--- config.mk ---
export PLATFORM = sky130hd
export DESIGN_NAME = sync_filter_bank
export DESIGN_NICKNAME = d
export VERILOG_FILES = /design/src/rtl/sync_pkg.sv /design/src/rtl/sync_filter_ch.sv /design/src/rtl/sync_filter_bank.sv
export SDC_FILE = /design/constraint.sdc
export NUM_CORES = 1
export LEC_CHECK = 0
export CAP_MARGIN = 20
export CELL_PAD_IN_SITES_DETAIL_PLACEMENT = 1
export CELL_PAD_IN_SITES_GLOBAL_PLACEMENT = 1
export CORE_UTILIZATION = 39
export CTS_BUF_LIST = sky130_fd_sc_hd__clkbuf_4
export CTS_CLUSTER_SIZE = 20
export DETAILED_ROUTE_END_ITERATION = 12
export PLACE_DENSITY = 0.78
export SYNTH_ARGS = -nofsm -noshare
export SYNTH_HDL_FRONTEND = slang
export SYNTH_SLANG_ARGS = --single-unit
export TNS_END_PERCENT = 1
--- constraint.sdc ---
create_clock -name dest_clk -period 0.97 [get_ports dest_clk]
set_input_delay 0.097 -clock dest_clk [delete_from_list [all_inputs] [get_ports dest_clk]]
set_output_delay 0.097 -clock dest_clk [all_outputs]
set_load 0.01 [all_outputs]
--- src/rtl/sync_pkg.sv ---
// Shared helpers for the synchroniser/filter bank: width calculation and
// parameter legality checks used at elaboration time.
package sync_pkg;

    localparam int MIN_SYNC_STAGES   = 2;
    localparam int MIN_FILTER_CYCLES = 1;
    localparam int MIN_CHANNELS      = 1;

    // Registered strobe pair for one channel; never both set at once.
    typedef struct packed {
        logic rise;
        logic fall;
    } strobe_t;

    // Ceiling log2 with a floor of 1 so a counter always has at least one bit.
    function automatic int clog2(input int value);
        for (int w = 1; w < 31; w++) begin
            if ((1 << w) >= value) return w;
        end
        return 31;
    endfunction

    function automatic bit params_ok(input int sync_stages, input int filter_cycles);
        return (sync_stages >= MIN_SYNC_STAGES) && (filter_cycles >= MIN_FILTER_CYCLES);
    endfunction

endpackage

--- src/rtl/sync_filter_ch.sv ---
// One channel: multi-flop synchroniser followed by a stability filter that
// accepts a new level only after it has persisted for FILTER_CYCLES cycles.
module sync_filter_ch
    import sync_pkg::*;
#(
    parameter int   SYNC_STAGES   = 2,
    parameter int   FILTER_CYCLES = 4,
    parameter logic RESET_VAL     = 1'b0
) (
    input  logic clk_i,
    input  logic rst_i,
    input  logic async_i,
    output logic level_o,
    output logic rise_o,
    output logic fall_o
);

    localparam int                CNT_W   = clog2(FILTER_CYCLES);
    localparam logic [CNT_W-1:0] CNT_MAX = CNT_W'(FILTER_CYCLES - 1);

    if (!params_ok(SYNC_STAGES, FILTER_CYCLES)) begin : g_param_check
        $error("sync_filter_ch: SYNC_STAGES must be >= 2 and FILTER_CYCLES >= 1");
    end

    // Stage 0 samples the raw pin directly; keep the chain packed together.
    (* ASYNC_REG = "TRUE" *) logic [SYNC_STAGES-1:0] sync_q;

    logic             level_q, level_d;
    logic [CNT_W-1:0] cnt_q, cnt_d;
    strobe_t          strobe_q, strobe_d;
    logic             s;

    assign s = sync_q[SYNC_STAGES-1];

    // NOTE: state registers use non-blocking assignments so every flop samples
    // the pre-edge value of its neighbours, which is what makes this a chain.
    always_ff @(posedge clk_i) begin
        if (rst_i) begin
            sync_q   <= {SYNC_STAGES{RESET_VAL}};
            level_q  <= RESET_VAL;
            cnt_q    <= '0;
            strobe_q <= '0;
        end else begin
            sync_q   <= {sync_q[SYNC_STAGES-2:0], async_i};
            level_q  <= level_d;
            cnt_q    <= cnt_d;
            strobe_q <= strobe_d;
        end
    end

    // NOTE: every signal gets a default first so no path leaves it unassigned
    // and no latch is inferred.
    always_comb begin
        level_d  = level_q;
        cnt_d    = cnt_q;
        strobe_d = '0;
        if (s == level_q) begin
            cnt_d = '0;
        end else if (cnt_q == CNT_MAX) begin
            level_d       = s;
            cnt_d         = '0;
            strobe_d.rise = s;
            strobe_d.fall = ~s;
        end else begin
            cnt_d = cnt_q + 1'b1;
        end
    end

    assign level_o = level_q;
    assign rise_o  = strobe_q.rise;
    assign fall_o  = strobe_q.fall;

endmodule

--- src/rtl/sync_filter_bank.sv ---
// Bank of independent synchronise-and-debounce channels for asynchronous
// level inputs, with per-channel filtered level and rise/fall strobes.
module sync_filter_bank
    import sync_pkg::*;
#(
    parameter int                  CHANNELS      = 4,
    parameter int                  SYNC_STAGES   = 2,
    parameter int                  FILTER_CYCLES = 4,
    parameter logic [CHANNELS-1:0] RESET_VAL     = '0
) (
    input  logic                dest_clk,
    input  logic                dest_rst,
    input  logic [CHANNELS-1:0] src_in,
    output logic [CHANNELS-1:0] dest_out,
    output logic [CHANNELS-1:0] dest_rise,
    output logic [CHANNELS-1:0] dest_fall
);

    if (CHANNELS < MIN_CHANNELS) begin : g_channel_check
        $error("sync_filter_bank: CHANNELS must be >= 1");
    end

    // Channels share only clock and reset; there is no cross-channel coherency.
    for (genvar i = 0; i < CHANNELS; i++) begin : g_ch
        sync_filter_ch #(
            .SYNC_STAGES  (SYNC_STAGES),
            .FILTER_CYCLES(FILTER_CYCLES),
            .RESET_VAL    (RESET_VAL[i])
        ) u_ch (
            .clk_i  (dest_clk),
            .rst_i  (dest_rst),
            .async_i(src_in[i]),
            .level_o(dest_out[i]),
            .rise_o (dest_rise[i]),
            .fall_o (dest_fall[i])
        );
    end

endmodule

Yosys cells after proc, flatten, opt, wreduce, memory -nomap -nowiden:

Cells that the tools add are included.

* flip-flop bits (word level): 28
* bits in latches: 0
* bits in writable memories: 0
* bits in read-only memories: 0
* input bits: 6
* output and inout bits: 12
* memories kept: 0

* add/sub/neg operators: 4
* multipliers: 0
* divide/modulo/power cells: 0
* $lt $le $gt $ge: 0
* eq/ne operators: 8
* shift operators: 0
* multiplexer cells: 0
* bitwise operators: 12
* reduce and logical (&&, ||, !) cells: 12

Operators by type and width (count)
* OR reduction 3 bit: 8
* NOT 1 bit: 12
* adder 2 x 1 -> 2 bit, second input constant: 4
* equality test 2 bit, second input constant: 4
* AND reduction 2 bit: 4
* equality test 1 bit: 4

Longest topological paths before layout:

* depth after elaboration: 3
* mapped depth: 3
* mapped depth without buffers: 3

Hierarchy:

A second synthesis with hierarchy kept.

* cell total of the unflattened synthesis: 68
* area, all modules: 935.9 um^2

By module, submodules not included
* sync_filter_ch: instances 4, cells an instance 17, area an instance 234.0 um^2

Least setup slack after synthesis:

OpenSTA, ideal clock, no wires.

* path kind: reg2reg
* from: register g_ch[0].u_ch.cnt_q[0]
* to: register g_ch[0].u_ch.level_q
* library setup time: 0.114 ns
* arrival: 0.801 ns
* data required time: 0.856 ns
* slack: 0.055 ns
* cell stages (with the launch flop): 4
* clock period less this slack: 0.915 ns
* cells stage by stage: dfxtp_1 -> ha_1 -> mux2i_1 -> nor2_1

* cells in the longest elaborated chain, start to end: 2

RTL lines
* start: declaration: line sync_filter_ch.sv:29 `logic [CNT_W-1:0] cnt_q, cnt_d;`
* start signal: assignment: line sync_filter_ch.sv:46 `cnt_q <= cnt_d;`
* equality test 2 bit: line sync_filter_ch.sv:59 `end else if (cnt_q == CNT_MAX) begin`
* AND reduction 2 bit (no line)
* end signal: assignment: line sync_filter_ch.sv:45 `level_q <= level_d;`
* end: declaration: line sync_filter_ch.sv:28 `logic level_q, level_d;`

No other way between the ends.
A chain may end at the register's enable or synchronous reset.

Worst setup path in the final report:

* from: register g_ch[2].u_ch.level_q
* to: register g_ch[2].u_ch.cnt_q[1]

* cells in the longest elaborated chain, start to end: 2

RTL lines
* start: declaration: line sync_filter_ch.sv:28
* start signal: assignment: line sync_filter_ch.sv:45
* equality test 1 bit: line sync_filter_ch.sv:57 `if (s == level_q) begin`
* OR reduction 3 bit (no line)
* end signal: assignment: line sync_filter_ch.sv:46
* end: declaration: line sync_filter_ch.sv:29

No other way between the ends.

==> out/metrics.cfg <==
[run_status]
outcome = finished, final reports clean

[logic_synthesis]
synth_area_leaders = dfxtp_1 52%, and4bb_2 9.2%, buf_4 8.3%
synthMuxAreaShare_pct = 3.69
ys.warnings.count = 0
synth-edff-count = 0
synth-main-ff-cell = dfxtp_1
ys_types = 11
synth_top_family_by_area = simple AND/OR/NAND/NOR gates
synth_nets = 93
synth_top_area_share_pct = 51.7
synth_top_area_cell = dfxtp_1
avgSynthCellArea_um2 = 13.1
synth_compound_area_share_pct = 0
synth_most_common_cell = dfxtp_1
synth_common_cells = 28 x dfxtp_1, 12 x buf_4, 8 x and4bb_2, 8 x nor2b_1
synthXorXnorAreaFrac_pct = 3.23
ys_async_sr_fraction_pct = 0
synth-simple-area-share_pct = 25.4
postSynthCellCount = 83
synthAdderAreaFrac_pct = 4.61
synth_seq_cells = 28
synth_seq_area_share_pct = 51.7
synth_area_um2 = 1080

[detailed_routing]
wl_um = 1550
wl_per_cell_um = 12.1
antenna_left = 0
met1Wirelength_um = 660
firstDrtPassIters = 1
wl_met3_um = 76
dr_wl_met2_um = 773
drc = 0
top_layer = met4
viasPerCell = 4.83
vias = 618
initialDrtViolationCount = 0

[layout]
multi_input_area_um2 = 465
instances_no_fill = 128
layout-drive-gt1-share_pct = 56.1
final_util_pct = 50.8
syn_to_final_growth_pct = 19.3
fillers = 263
register_area_um2 = 571
final_nets = 110
n_antenna_cell = 0

[job]
drv_cap = 0

[pwr]
cell_internal_pwr_w = 0.00138
p_leak_nw = 0.500
p_seq_share_pct = 68.3
swShare_pct = 20.8
p_sw_w = 0.000361
power.density_nw_per_um2 = 1340
clock_power_share_pct = 26.3
vdd_drop_max_mv = 0.766
comb_power_share_pct = 5.4

[sta]
relSlewSlack_pct = 81.0
rsz0062_at_grt = yes
setup_violations = 0
fmax_mhz = 1050
fin_crit_sh_pct = 98.3
hold_slack_ns = 0.310
worst_slew_pin_slew_ns = 0.283
fin_crit_ns = 0.954
maxSlewViolCount = 0
fin_worst_skew_ns = 0.00546
layout_setup_ws_ns = 0.0162
final_hold_viol_count = 0

[cts]
cts_setup_buffers = 0
cts_tree = done
cts_buffers = 3
htreeDepth = 1
worstSkewPairLatency_ns = 0.32
clock_path_buffers = 2
clkSinkCount = 28
cts_root_buf = clkbuf_4
clkSlewWorstSetupHoldPaths_ns = 0.14

[place]
pre_cts_slack_ns = -0.194
port_buffers = 17
numPlacedInstances = 125
gp_congestion = 0.607
dp_hpwl_um = 1130

[setup_path]
crit_path_top_delay_cell = dfxtp_2
slowest_delay_ns = 0.34
critPathBufInv = 1
cp-start-kind = flip-flop
critPathTopFamily = flip-flops
path_cells = buf_4 > xnor2_1 > nor4b_2
rrSetupSlack_ns = 0.02
path_max_fanout = 4
worstRegToRegCells = 3
cp.required_ns = 1.20
crit_type = flip-flop to flip-flop
r2r_end = g_ch[2].u_ch.cnt_q[1]
r2r-start = g_ch[2].u_ch.level_o
crit_path_end_kind = flip-flop
worstPathArrival_ns = 1.19

[hold_path]
hp-class = input pin to flip-flop
min_path_cells = 2
holdPathEnd = g_ch[0].u_ch.sync_q[0]
worstHoldStart = src_in[0]

[global_route]
grt_max_degree = 24
overflow = 0
grt_pass1_vias = 607
antenna_found_initial = 0
grt_pass1_wl_um = 2590
grtUsageTotal_pct = 12.6

[floorplan]
fp.dieH_um = 54.7
coreArea_um2 = 2540
die_area_um2 = 3000
top_level_ports = 18
start_util_pct = 42.6
std_cell_rows = 18
die_x_um = 54.7

-- cell families (layout without fill, tap and decap cells) --
family                     Yosys count  in the layout
and+or+nand+nor                     28             28
muxes                                4              4
xor gates and xnor gates             4              4
DFF                                 28             28
adders and majority gates            4              4
buffers and inverters               15             30
-- cells in the final DEF (no fill, tap or decap) --
cell	count
dfxtp_2	8
nor2_1	4
buf_12	1
dfxtp_1	20
nor4_2	4
nor2b_1	8
mux2i_1	4
clkbuf_4	3
xnor2_1	2
xnor2_2	2
and4bb_2	8
nor4b_2	4
buf_2	12
clkdlybuf4s50_1	5
ha_4	4
buf_4	9
-- metal layers --
| metal | up-vias | track usage [%] |
|---|---|---|
| met3 | 5 | 3.33 |
| met2 | 13 | 19.9 |
| met5 | - | 0 |
| li1 | 306 | - |
| met4 | 0 | 8.97 |
| met1 | 294 | 14.6 |
-- registers in the layout, indices dropped and copies added (netlist names) --
name               flops
g_ch.u_ch.cnt_q        8
g_ch.u_ch.level_o      4
g_ch.u_ch.sync_q       8
g_ch.u_ch.rise_o       4
g_ch.u_ch.fall_o       4
-- final cells by class --
cell class,instances,share of cell area [%]
Timing Repair Buffer,27,15.3
Tap cell,30,2.90
Multi-Input combinational cell,40,36.0
Sequential cell,28,44.1
Clock buffer,3,1.74
-- metrics by stage --
step,power [W],area [um2],TNS [ns]
global route,0.00184,1290,-0.0314
finish,0.00174,1290,0
global placement,0.00130,1260,-2.61
detailed placement,0.00130,1260,-3.24
CTS,0.00177,1250,-0.0211
floorplan,0.00126,1080,0
-- power by group through the flow --
| stage | logic (W) | clock network [W] | registers [W] |
|---|---|---|---|
| final | 0.0000936 | 0.000457 | 0.00119 |
| after global routing | 0.000105 | 0.000540 | 0.00119 |
| after CTS | 0.0000933 | 0.000492 | 0.00118 |
| after detailed placement | 0.0000934 | 0 | 0.00121 |
| after global placement | 0.0000891 | 0 | 0.00121 |
| after floorplan | 0.0000583 | 0 | 0.00121 |
-- what timing repair did --
item,in CTS,in global routing
setup endpoints to repair,22,10
hold buffers,0,0
resized for setup,56,10
pin swaps,0,0
-- worst max path at each step --
stage / from / end / slack [ns] / depth (start not counted)
3_3_place_gp: dest_rst / g_ch[2].u_ch.fall_o / -0.17 / 3
6_report: g_ch[2].u_ch.level_o / g_ch[2].u_ch.cnt_q[1] / 0.02 / 3
2_1_floorplan: g_ch[0].u_ch.cnt_q[0] / g_ch[0].u_ch.level_o / 0.05 / 3
4_1_cts: g_ch[3].u_ch.fall_o / dest_fall[3] / -0.02 / 1
3_5_place_dp: dest_rst / g_ch[1].u_ch.fall_o / -0.19 / 3
5_1_grt: g_ch[2].u_ch.level_o / g_ch[2].u_ch.cnt_q[1] / -0.02 / 3
No activity file was read; power rests on OpenSTA's default activity.
